### config.mk
export PLATFORM = sky130hd
export DESIGN_NAME = ahb_master_stage
export DESIGN_NICKNAME = d
export VERILOG_FILES = /design/src/rtl/ahb_mstage_pkg.sv /design/src/rtl/ahb_mstage_default_slave.sv /design/src/rtl/ahb_master_stage.sv
export SDC_FILE = /design/constraint.sdc
export NUM_CORES = 1
export LEC_CHECK = 0
export BUFFER_PORTS_ARGS = -buffer_cell sky130_fd_sc_hd__buf_2
export CAP_MARGIN = 20
export CORE_AREA = 8 8 148 150
export DETAILED_ROUTE_END_ITERATION = 10
export DIE_AREA = 0 0 156 158
export GPL_ROUTABILITY_DRIVEN = 0
export SKIP_LAST_GASP = 1
export SLEW_MARGIN = 10
export SYNTH_ARGS = -nofsm -noshare
export SYNTH_HDL_FRONTEND = slang
export SYNTH_SLANG_ARGS = --single-unit
### constraint.sdc
create_clock -name HCLK -period 5.5 [get_ports HCLK]
set_input_delay 0.55 -clock HCLK [delete_from_list [all_inputs] [get_ports HCLK]]
set_output_delay 0.55 -clock HCLK [all_outputs]
set_load 0.01 [all_outputs]
### src/rtl/ahb_mstage_pkg.sv
// Shared types for the AHB-Lite master-side stage: FSM states, bus encodings
// and the slot index type (wide enough for up to 16 slots).
package ahb_mstage_pkg;

  typedef enum logic [2:0] {
    IDLE,
    PEND,
    DATA,
    ERR1,
    ERR2
  } state_t;

  typedef enum logic [1:0] {
    HTRANS_IDLE   = 2'b00,
    HTRANS_BUSY   = 2'b01,
    HTRANS_NONSEQ = 2'b10,
    HTRANS_SEQ    = 2'b11
  } htrans_t;

  typedef enum logic {
    HRESP_OKAY  = 1'b0,
    HRESP_ERROR = 1'b1
  } hresp_t;

  typedef logic [3:0] slot_idx_t;

endpackage

### src/rtl/ahb_mstage_default_slave.sv
// Built-in default slave for unmapped slots: answers with the two-cycle
// AHB ERROR pattern (HREADY low + ERROR, then HREADY high + ERROR).
module ahb_mstage_default_slave
  import ahb_mstage_pkg::*;
(
  input  state_t state,
  output logic   active,
  output logic   hready,
  output logic   hresp
);

  // ERR1 stalls the master with ERROR, ERR2 completes the errored transfer
  always_comb begin
    active = 1'b0;
    hready = 1'b1;
    hresp  = HRESP_OKAY;
    case (state)
      ERR1: begin
        active = 1'b1;
        hready = 1'b0;
        hresp  = HRESP_ERROR;
      end
      ERR2: begin
        active = 1'b1;
        hready = 1'b1;
        hresp  = HRESP_ERROR;
      end
      default: ;
    endcase
  end

endmodule

### src/rtl/ahb_master_stage.sv
// Master-side stage of the AHB-Lite matrix. Decodes the master address phase
// into a one-hot slot request, holds it while the slot arbiter withholds the
// grant, then steers the selected slot's data-phase response back.
// Optional error logger enabled with `define AHB_MSTAGE_ERRLOG_EN.
module ahb_master_stage
  import ahb_mstage_pkg::*;
#(
  parameter int                   NUM_SLOTS = 8,
  parameter int                   SLOT_BITS = 3,
  parameter logic [NUM_SLOTS-1:0] SLOT_EN   = '1
) (
  input  logic                      HCLK,
  input  logic                      HRESET,
  input  logic [31:0]               HADDR,
  input  logic [1:0]                HTRANS,
  input  logic                      HWRITE,
  input  logic [2:0]                HSIZE,
  input  logic                      HMASTLOCK,
  output logic                      HREADY,
  output logic                      HRESP,
  output logic [31:0]               HRDATA,
  output logic [NUM_SLOTS-1:0]      SREQ,
  output logic                      SLOCK,
  input  logic [NUM_SLOTS-1:0]      SGRANT,
  output logic [31:0]               SADDR,
  output logic [1:0]                STRANS,
  output logic                      SWRITE,
  output logic [2:0]                SSIZE,
  input  logic [NUM_SLOTS-1:0]      SREADY,
  input  logic [NUM_SLOTS-1:0]      SRESP,
  input  logic [32*NUM_SLOTS-1:0]   SRDATA
`ifdef AHB_MSTAGE_ERRLOG_EN
  ,
  output logic                      ERR_VALID,
  output logic [31:0]               ERR_ADDR,
  input  logic                      ERR_CLR
`endif
);

  state_t                 state_reg, state_next;
  logic [31:0]            hold_addr_reg;
  logic [1:0]             hold_trans_reg;
  logic                   hold_write_reg;
  logic [2:0]             hold_size_reg;
  logic                   hold_lock_reg;
  logic [NUM_SLOTS-1:0]   hold_oh_reg;
  logic [NUM_SLOTS-1:0]   dslot_oh_reg;
  logic                   dlock_reg;

  slot_idx_t              live_slot;
  logic [NUM_SLOTS-1:0]   live_oh, live_req;
  logic                   live_mapped, live_go, pend_go, valid_phase;
  logic                   data_ready, data_resp, hready_int;
  logic                   err_active, err_hready, err_hresp;
  logic [31:0]            rdata_terms [NUM_SLOTS];
  logic [31:0]            rdata_mux;

  assign live_slot = slot_idx_t'(HADDR[31 -: SLOT_BITS]);

  genvar gi;
  generate
    for (gi = 0; gi < NUM_SLOTS; gi++) begin : g_slot
      assign live_oh[gi]     = (live_slot == slot_idx_t'(gi));
      assign rdata_terms[gi] = dslot_oh_reg[gi] ? SRDATA[32*gi +: 32] : 32'h0;
    end
  endgenerate

  // OR together the masked per-slot read data (only the data-phase slot is non-zero)
  always_comb begin
    rdata_mux = 32'h0;
    for (int i = 0; i < NUM_SLOTS; i++) rdata_mux = rdata_mux | rdata_terms[i];
  end

  ahb_mstage_default_slave u_default_slave (
    .state  (state_reg),
    .active (err_active),
    .hready (err_hready),
    .hresp  (err_hresp)
  );

  assign data_ready = |(dslot_oh_reg & SREADY);
  assign data_resp  = |(dslot_oh_reg & SRESP);

  // Ready to master: default slave, held phase, or the data-phase slot
  always_comb begin
    hready_int = 1'b1;
    if (err_active)              hready_int = err_hready;
    else if (state_reg == PEND)  hready_int = 1'b0;
    else if (state_reg == DATA)  hready_int = data_ready;
  end
  assign HREADY = hready_int;

  // Reset blocks new requests so nothing is forwarded while the stage is being cleared
  assign valid_phase = HTRANS[1] & hready_int & ~HRESET;
  assign live_mapped = |(live_oh & SLOT_EN);
  assign live_req    = (valid_phase && live_mapped) ? live_oh : '0;
  assign live_go     = |(live_req & SGRANT & SREADY);
  assign pend_go     = |(hold_oh_reg & SGRANT & SREADY);

  // Slot-side source mux and master-side response steering
  always_comb begin
    SREQ   = live_req;
    SADDR  = HADDR;
    STRANS = (|live_req) ? HTRANS : HTRANS_IDLE;
    SWRITE = HWRITE;
    SSIZE  = HSIZE;
    SLOCK  = 1'b0;
    HRESP  = err_active ? err_hresp : HRESP_OKAY;
    HRDATA = 32'h0;
    if (state_reg == PEND) begin
      SREQ   = hold_oh_reg;
      SADDR  = hold_addr_reg;
      STRANS = hold_trans_reg;
      SWRITE = hold_write_reg;
      SSIZE  = hold_size_reg;
      SLOCK  = hold_lock_reg;
    end else if (state_reg == DATA) begin
      SLOCK  = dlock_reg;
      HRESP  = data_resp;
      HRDATA = rdata_mux;
    end
  end

  // Next state: a new valid phase is decoded the same way from every ready state
  always_comb begin
    state_next = state_reg;
    if (valid_phase) begin
      if (!live_mapped)  state_next = ERR1;
      else if (live_go)  state_next = DATA;
      else               state_next = PEND;
    end else begin
      case (state_reg)
        PEND:    if (pend_go) state_next = DATA;
        DATA:    if (data_ready) state_next = IDLE;
        ERR1:    state_next = ERR2;
        ERR2:    state_next = IDLE;
        default: state_next = IDLE;
      endcase
    end
  end

  // State, hold registers for a withheld phase, and data-phase slot/lock
  always_ff @(posedge HCLK) begin
    if (HRESET) begin
      state_reg      <= IDLE;
      hold_addr_reg  <= 32'h0;
      hold_trans_reg <= HTRANS_IDLE;
      hold_write_reg <= 1'b0;
      hold_size_reg  <= 3'h0;
      hold_lock_reg  <= 1'b0;
      hold_oh_reg    <= '0;
      dslot_oh_reg   <= '0;
      dlock_reg      <= 1'b0;
    end else begin
      state_reg <= state_next;
      if (valid_phase && live_mapped && !live_go) begin
        hold_addr_reg  <= HADDR;
        hold_trans_reg <= HTRANS;
        hold_write_reg <= HWRITE;
        hold_size_reg  <= HSIZE;
        hold_lock_reg  <= HMASTLOCK;
        hold_oh_reg    <= live_oh;
      end
      if (live_go) begin
        dslot_oh_reg <= live_oh;
        dlock_reg    <= HMASTLOCK;
      end else if (state_reg == PEND && pend_go) begin
        dslot_oh_reg <= hold_oh_reg;
        dlock_reg    <= hold_lock_reg;
      end
    end
  end

`ifdef AHB_MSTAGE_ERRLOG_EN
  logic [31:0] daddr_reg;
  logic        err_valid_reg;
  logic [31:0] err_addr_reg;
  logic        err_event;

  // One event per errored transfer, on its completing cycle
  assign err_event = (state_reg == ERR2) ||
                     (state_reg == DATA && data_ready && data_resp);

  // Track the data-phase address and keep the first error until cleared
  always_ff @(posedge HCLK) begin
    if (HRESET) begin
      daddr_reg     <= 32'h0;
      err_valid_reg <= 1'b0;
      err_addr_reg  <= 32'h0;
    end else begin
      if (valid_phase)                        daddr_reg <= HADDR;
      else if (state_reg == PEND && pend_go)  daddr_reg <= hold_addr_reg;
      if (err_event && (!err_valid_reg || ERR_CLR)) begin
        err_valid_reg <= 1'b1;
        err_addr_reg  <= daddr_reg;
      end else if (ERR_CLR) begin
        err_valid_reg <= 1'b0;
      end
    end
  end

  assign ERR_VALID = err_valid_reg;
  assign ERR_ADDR  = err_addr_reg;
`endif

endmodule

### After elaboration in Yosys (flattened, before gate mapping)

Index checks and enable logic that the tools add are counted.

* flip-flop bits (word level): 59
* input bits: 321
* output and inout port bits: 81
* word-level logic and storage cells: 89

* eq/ne operators: 13
* muxes and demuxes: 37
* bitwise logic cells: 16
* reduce and logical (&&, ||, !) cells: 14

Operator list (count)
* $mux 32: 11
* $or 32x32->32: 7
* $and 8x8->8: 6
* $reduce_or 8->1: 6
* $mux 8: 4
* $eq 3x3->1 const B: 5
* $mux 1: 13
* $eq 3x2->1 const B: 4
* $mux 3: 4
* $pmux 3 s3: 1
* $mux 2: 4
* $eq 3x1->1 const B: 2
* $ne 3x3->1 const B: 2
* $logic_not 4->1: 1
* $logic_and 1x1->1: 3
* $and 1x1->1: 2
* $reduce_and 2->1: 1
* $reduce_bool 2->1: 1
* $reduce_or 2->1: 1
* $logic_not 1->1: 1
* $not 1->1: 1

### Logic depth before layout (Yosys ltp)

Gate-level depths: netlist of the first run.

* depth after elaboration: 15
* mapped depth: 8
* depth with buffers taken out: 5

### Hierarchy

Synthesis of the first run repeated with hierarchy kept, for this count alone.

* cells, all modules: 693
* area total of the unflattened synthesis: 5116.2 um^2

Modules (own cells, without submodules)
* ahb_master_stage: times used 1, cells an instance 689, area an instance 5086.1 um^2, sequential area each 1181.1 um^2
* ahb_mstage_default_slave: times used 1, cells an instance 4, area an instance 30.0 um^2, sequential area each 0.0 um^2

### Worst setup path before layout of the first run

OpenSTA, ideal clock, no wires.

* path kind: input -> output
* from: input port HRESET
* to: output port SREQ[0]
* arrival time: 1893 ps
* required time: 4950 ps
* slack: 3057 ps
* stages on the path: 6
* path buffers: 3
* path through: clkbuf_1 > nor3b_1 > o21a_1 > clkbuf_1 > buf_1 > a22o_1

* cells in the longest elaborated chain, start to end: 5

RTL lines
* start, declared: line ahb_master_stage.sv:13 `input logic HRESET,`
* $not 1->1: line ahb_master_stage.sv:94 `assign valid_phase = HTRANS[1] & hready_int & ~HRESET;`
* $and 1x1->1: line ahb_master_stage.sv:94
* $logic_and 1x1->1: line ahb_master_stage.sv:96 `assign live_req = (valid_phase && live_mapped) ? live_oh : '0;`
* $mux 8: line ahb_master_stage.sv:96
* $mux 8: line ahb_master_stage.sv:110 `if (state_reg == PEND) begin`
* end, declared: line ahb_master_stage.sv:22 `output logic [NUM_SLOTS-1:0] SREQ,`

No other way between the ends.

### Worst setup path after layout of the first run

* from: register dslot_oh_reg[0]
* to: output port SREQ[1]

* cells in the longest elaborated chain, start to end: 10

RTL lines
* start, declared: line ahb_master_stage.sv:47 `logic [NUM_SLOTS-1:0] dslot_oh_reg;`
* start signal, assigned: line ahb_master_stage.sv:165 `dslot_oh_reg <= live_oh;`
* start signal, assigned: line ahb_master_stage.sv:168 `dslot_oh_reg <= hold_oh_reg;`
* $and 8x8->8: line ahb_master_stage.sv:81 `assign data_ready = |(dslot_oh_reg & SREADY);`
* $reduce_or 8->1: line ahb_master_stage.sv:81
* $mux 1: line ahb_master_stage.sv:89 `else if (state_reg == DATA) hready_int = data_ready;`
* $mux 1: line ahb_master_stage.sv:88 `else if (state_reg == PEND) hready_int = 1'b0;`
* $mux 1: line ahb_master_stage.sv:87 `if (err_active) hready_int = err_hready;`
* $and 1x1->1 (2 in series): line ahb_master_stage.sv:94
* $logic_and 1x1->1: line ahb_master_stage.sv:96
* $mux 8: line ahb_master_stage.sv:96
* $mux 8: line ahb_master_stage.sv:110

No other way between the ends.

==> reports/metrics.csv, run 1 <==
stage,metric,value,unit
cts,Post-CTS Setup Inserts,0,
status,outcome,completed,
logic_synthesis,Most used DFF post-synth,dfxtp_1,
place,Post-DP HPWL,22.1,mm
timing,setup violators final,0,
cts,root cell of the clock tree,clkbuf_16,
global_routing,All-Layer GR Usage,0.213,
route,Post-route DRC,0,
die,Initial Util,0.231,
cts,Clock Path Buffers,2,
logic_synthesis,synthesized area per cell,7.99,sq um
setup_path,Setup CP Type,flip-flop to primary output,
logic_synthesis,Post-Syn Area,4550,sq um
cells_and_area,max reg flops,32,
setup_path,Crit. End Element,primary output,
pwr,PwrDens,216,nW/um^2
setup_path,crit path max fanout,48,
logic_synthesis,Post-synth EDFFs,0,
route,Wirelength per Cell,23.6,um
setup_path,R2R setup slack,2.55,ns
timing,Fmax,0.290,GHz
global_routing,global-route wire length before repair,40.0,mm
cells_and_area,Total Nets Final,1238,
cts,hold-fix buffers at CTS,0,
die,Core Area,19700,sq um
global_routing,pin count of the biggest net entering global routing,61,
route,DR vias/cell,5.49,
timing,TNS Setup,0,ns
cts,Num Clock Sinks,59,
logic_synthesis,Yosys top cell by area,dfxtp_1,
cts,Post-CTS Resized,0,
cts,# H-tree levels,3,
job,max-cap violations,0,
logic_synthesis,Synth Warn #,0,
timing,Slew HR,0.295,
timing,min Tclk post-route,3.45,ns
die,Die Footprint,24600,sq um
route,overall routed net length,28.3,mm
die,die height,158,um
setup_path,WP data required,4.95,ns
place,I/O Buffers,401,
setup_path,Critical Path Source Type,flip-flop,
timing,RSZ-0062 raised after global routing,no,
timing,fin crit share,0.628,
route,DRT antenna net count,0,
die,Die X,156,um
timing,final hold violation count,0,
route,Iter 0 DRT Violations,669,
timing,clk_skew,0.00464,ns
logic_synthesis,Synth top area share,0.259,
logic_synthesis,largest cells by area after synthesis,"dfxtp_1 26%, a22oi_1 12%, mux2_2 8.9%",
logic_synthesis,synthesis-stage register bit count,59,
hold_path,worst min path class,flip-flop to flip-flop,
die,I/O pins,402,
global_routing,initial antenna violation count,12,
logic_synthesis,Netlist cell types,38,
logic_synthesis,syn_nets,891,
cts,Clock Pin Slew Worst Setup and Hold Paths,0.05,ns
global_routing,total grt overflow,0,
cts,CTS buffer count,9,
logic_synthesis,"Seq/Total Area, Yosys",0.259,
cells_and_area,Final Instance Area,7000,sq um
global_routing,vias in the first global route,6317,
cells_and_area,final non-filler cell total,1200,
cells_and_area,Area Growth Syn to Fin,53.8,%
pwr,peak supply drop,0.000174,V
setup_path,CP max-delay cell,dfxtp_2,
cts,CTS tree,built,
logic_synthesis,Post-Synthesis Cells,570,
die,# rows,52,
place,Placed Cells incl. Taps,1176,
route,vias post-DR,6587,
pwr,LEAKAGE,0.00308,uW
cells_and_area,share of cells above drive strength 1,0.513,
setup_path,worst-path cell chain,a22oi_1 -> nand4_1 -> o21a_2 -> a22o_1 -> buf_2,
logic_synthesis,Post-synth ARST share,0,
timing,Worst-Margin Slew,1.06,ns
timing,Max Slew Vio Count,0,
place,dpl cell area,6670,sq um
setup_path,Critical Path AT,2.90,ns
setup_path,Crit path largest cell delay,0.85,ns
route,TritonRoute pass-1 iters,5,
cts,Worst-Skew Late Latency,0.33,ns
==> power breakdown <==
part | switching (uW) | internal [uW]
Combinational | 247 | 208
Sequential | 28.2 | 452
Clock | 189 | 388
==> cell families after synthesis <==
logic type             synth area share
AND/OR/NAND/NOR                   0.117
flip-flops                        0.259
buffers and inverters            0.0731
AO/OA/AOI/OAI                     0.441
multiplexers                      0.109
==> Yosys cell counts (3+ instances only) <==
| library cell | number |
|---|---|
| buf_4 | 3 |
| nor3_1 | 12 |
| o21ai_1 | 19 |
| a22o_1 | 41 |
| mux2i_1 | 9 |
| o21ai_0 | 31 |
| buf_6 | 3 |
| and3b_1 | 3 |
| nor2_1 | 4 |
| nand4_1 | 3 |
| a211oi_1 | 10 |
| mux2_2 | 36 |
| a31oi_1 | 32 |
| a22oi_1 | 70 |
| a21oi_1 | 46 |
| buf_1 | 7 |
| and2_1 | 4 |
| nor3b_1 | 5 |
| a32o_1 | 4 |
| clkbuf_1 | 54 |
| a221oi_1 | 32 |
| nor2b_1 | 3 |
| dfxtp_1 | 59 |
| buf_2 | 8 |
| nand3_1 | 55 |
==> worst max-delay path: cells and delay by family, from the launching register on <==
family / cells / cell delay [ns]
flip-flops: 1 / 0.85
buffers and inverters: 1 / 0.14
AO/OA/AOI/OAI: 3 / 1.30
AND/OR/NAND/NOR: 1 / 0.27
==> routing by layer <==
| metal | routed length, um | track usage | up-vias |
|---|---|---|---|
| li1 | - | - | 3008 |
| met1 | 11000 | 0.249 | 3162 |
| met2 | 14000 | 0.363 | 364 |
| met3 | 2640 | 0.0639 | 41 |
| met4 | 527 | 0.0726 | 12 |
| met5 | 79 | 0 | - |
==> final timing paths <==
| check | from | depth (start not counted) | to |
|---|---|---|---|
| worst min-delay path | hold_addr_reg[22] | 2 | hold_addr_reg[22] |
| worst min register to register | hold_addr_reg[22] | 2 | hold_addr_reg[22] |
| worst max-delay path | dslot_oh_reg[0] | 5 | SREQ[1] |
| worst max register to register | state_reg[0] | 6 | dslot_oh_reg[5] |
==> cells in the final DEF (no fill, tap or decap), types with 31 or more instances in the layout <==
master    synthesis  final
buf_2             8    401
a221oi_1         32     32
a22o_1           41     41
a31oi_1          32     32
o21ai_0          31     31
nand3_1          55     55
a22oi_1          70     70
dfxtp_1          59     55
a21oi_1          46     46
mux2_2           36     36
==> per-stage QoR <==
| stage | worst slack (ns) | total power [uW] | util | hold WS, ns |
|---|---|---|---|---|
| final | 2.05 | 1510 | 0.355 | 0.472 |
| after global routing | 1.83 | 1580 | 0.355 | 0.484 |
| after CTS | 2.00 | 1520 | 0.354 | 0.471 |
| after detailed placement | 2.23 | 943 | 0.338 | 0.466 |
| after global placement | 2.24 | 940 | 0.338 | 0.453 |
| after floorplan | 3.06 | 718 | - | 0.441 |
==> layout make-up <==
class	count	area, sq um
inverters	2	7.51
multi-input cells	434	3060
clock inverters	1	30.0
diodes	8	20.0
well taps	270	338
flip-flops and latches	59	1190
fillers	2146	12700
repair buffers	411	2080
clock buffers	15	278
Note: power is estimated with default switching activity, not from simulation.
==> run 2, diff against run 1 <==
==> constraint.sdc (replaced) <==
create_clock -name HCLK -period 3.35 [get_ports HCLK]
set_input_delay 0.335 -clock HCLK [delete_from_list [all_inputs] [get_ports HCLK]]
set_output_delay 0.335 -clock HCLK [all_outputs]
set_load 0.01 [all_outputs]
==> reports/metrics.csv, run 2 (synthesis results as in run 1) <==
stage,metric,value,unit
status,outcome,completed,
timing,RSZ-0062 raised after global routing,no,
setup_path,CP Launch Point,dslot_oh_reg[7],
setup_path,worst-path cell chain,a22oi_1 -> nand4_1 -> o21a_2 -> a22o_1 -> buf_2,
timing,TNS Setup,0,ns
timing,Worst-Margin Slew,0.990,ns
die,Core Area,19700,sq um
cts,Clock Pin Slew Worst Setup and Hold Paths,0.05,ns
cts,root cell of the clock tree,clkbuf_16,
route,vias post-DR,6605,
timing,fin crit share,0.823,
setup_path,Worst Path Buf+Inv,1,
cts,CTS tree,built,
route,overall routed net length,28.4,mm
cts,Post-CTS Resized,0,
setup_path,r2r startpoint,state_reg[0],
cells_and_area,final non-filler cell total,1212,
setup_path,Crit path largest cell delay,0.81,ns
hold_path,worst hold start,HADDR[3],
setup_path,Crit. End Element,primary output,
pwr,peak supply drop,0.000233,V
die,# rows,52,
global_routing,vias in the first global route,6566,
cts,Post-CTS Setup Inserts,0,
cells_and_area,"commonest non-fill, non-tap cell in the layout",buf_2,
cts,Num Clock Sinks,59,
pwr,LEAKAGE,0.00314,uW
setup_path,crit path max fanout,26,
cts,Clock Path Buffers,2,
route,TritonRoute pass-1 iters,5,
global_routing,initial antenna violation count,12,
cts,Worst-Skew Late Latency,0.33,ns
hold_path,worst min path class,primary input to flip-flop,
die,Die Footprint,24600,sq um
cells_and_area,most frequent cells in the layout,"401 x buf_2, 70 x a22oi_1, 55 x nand3_1, 55 x dfxtp_1, 46 x a21oi_1",
timing,Slew HR,0.340,
die,I/O pins,402,
cells_and_area,Area Growth Syn to Fin,55.9,%
cts,# H-tree levels,3,
timing,clk_skew,0.00847,ns
setup_path,Critical Path AT,2.42,ns
cts,CTS buffer count,9,
setup_path,CP max-delay cell,dfxtp_1,
route,Wirelength per Cell,23.4,um
setup_path,Critical Path Source Type,flip-flop,
global_routing,met2 usage,0.372,
global_routing,global route hottest layer,met2,
global_routing,GR Util met1,0.260,
timing,Max Slew Vio Count,0,
die,Die X,156,um
global_routing,pin count of the biggest net entering global routing,60,
timing,min Tclk post-route,2.76,ns
place,I/O Buffers,401,
place,Placed Cells incl. Taps,1185,
setup_path,WP data required,3.01,ns
pwr,Tot Pwr,2550,uW
cells_and_area,share of cells above drive strength 1,0.521,
job,max-cap violations,0,
global_routing,GR Util met3,0.0579,
cells_and_area,Total Nets Final,1247,
setup_path,Top delay family on crit path,compound AO/OA/AOI/OAI gates,
timing,setup violators final,0,
timing,Fmax,0.363,GHz
cts,hold-fix buffers at CTS,0,
die,Initial Util,0.231,
die,die height,158,um
cells_and_area,max reg flops,32,
setup_path,Setup CP Type,flip-flop to primary output,
global_routing,total grt overflow,0,
place,Post-DP HPWL,22.4,mm
route,DRT antenna net count,0,
global_routing,All-Layer GR Usage,0.217,
route,Post-route DRC,0,
pwr,PwrDens,359,nW/um^2
route,Iter 0 DRT Violations,569,
timing,final hold violation count,0,
route,DR vias/cell,5.45,
global_routing,global-route wire length before repair,41.0,mm
run 2: changes by cell type in the layout (fill, tap and decap cells not counted), sizes merged:
cell and delta:
buf +9, bufinv +1, clkbuf -4, clkinv +3, diode +3
run 2: power breakdown:
group	leakage (uW)	switching (uW)	internal (uW)
clock network	0.000165	317	687
logic	0.00249	428	349
registers	0.000482	25.1	742
run 2: per-layer routing:
metal	up-vias	share of wire
li1	3031	-
met1	3097	0.38
met2	425	0.50
met3	44	0.10
met4	8	0.019
met5	-	0.0016
run 2: layout make-up:
| cell class | count | area (sq um) |
|---|---|---|
| multi-input cells | 434 | 3060 |
| clock inverters | 5 | 75.1 |
| well taps | 270 | 338 |
| flip-flops and latches | 59 | 1190 |
| clock buffers | 11 | 253 |
| inverters | 2 | 7.51 |
| repair buffers | 420 | 2150 |
| diodes | 11 | 27.5 |
| fillers | 2165 | 12600 |
run 2: worst min-delay path, cell delays in order:
cell,delay (ns)
buf_2,0.10
nand3_1,0.06
a21oi_1,0.05
run 2: stage by stage:
step | utilization | cell area, sq um | worst slack [ns] | hold slack [ns]
2_1_floorplan | - | 4550 | 1.29 | 0.441
3_3_place_gp | 0.342 | 6740 | 0.940 | 0.449
3_5_place_dp | 0.342 | 6740 | 0.929 | 0.464
4_1_cts | 0.359 | 7070 | 0.581 | 0.255
5_1_grt | 0.359 | 7080 | 0.414 | 0.269
6_report | 0.360 | 7100 | 0.594 | 0.264
run 2: final timing paths:
check	endpoint	slack (ns)	cells after the start
worst max-delay path	SREQ[4]	0.59	5
worst min-delay path	hold_addr_reg[3]	0.26	3
worst max register to register	dslot_oh_reg[5]	0.90	6
worst min register to register	hold_addr_reg[27]	0.47	2
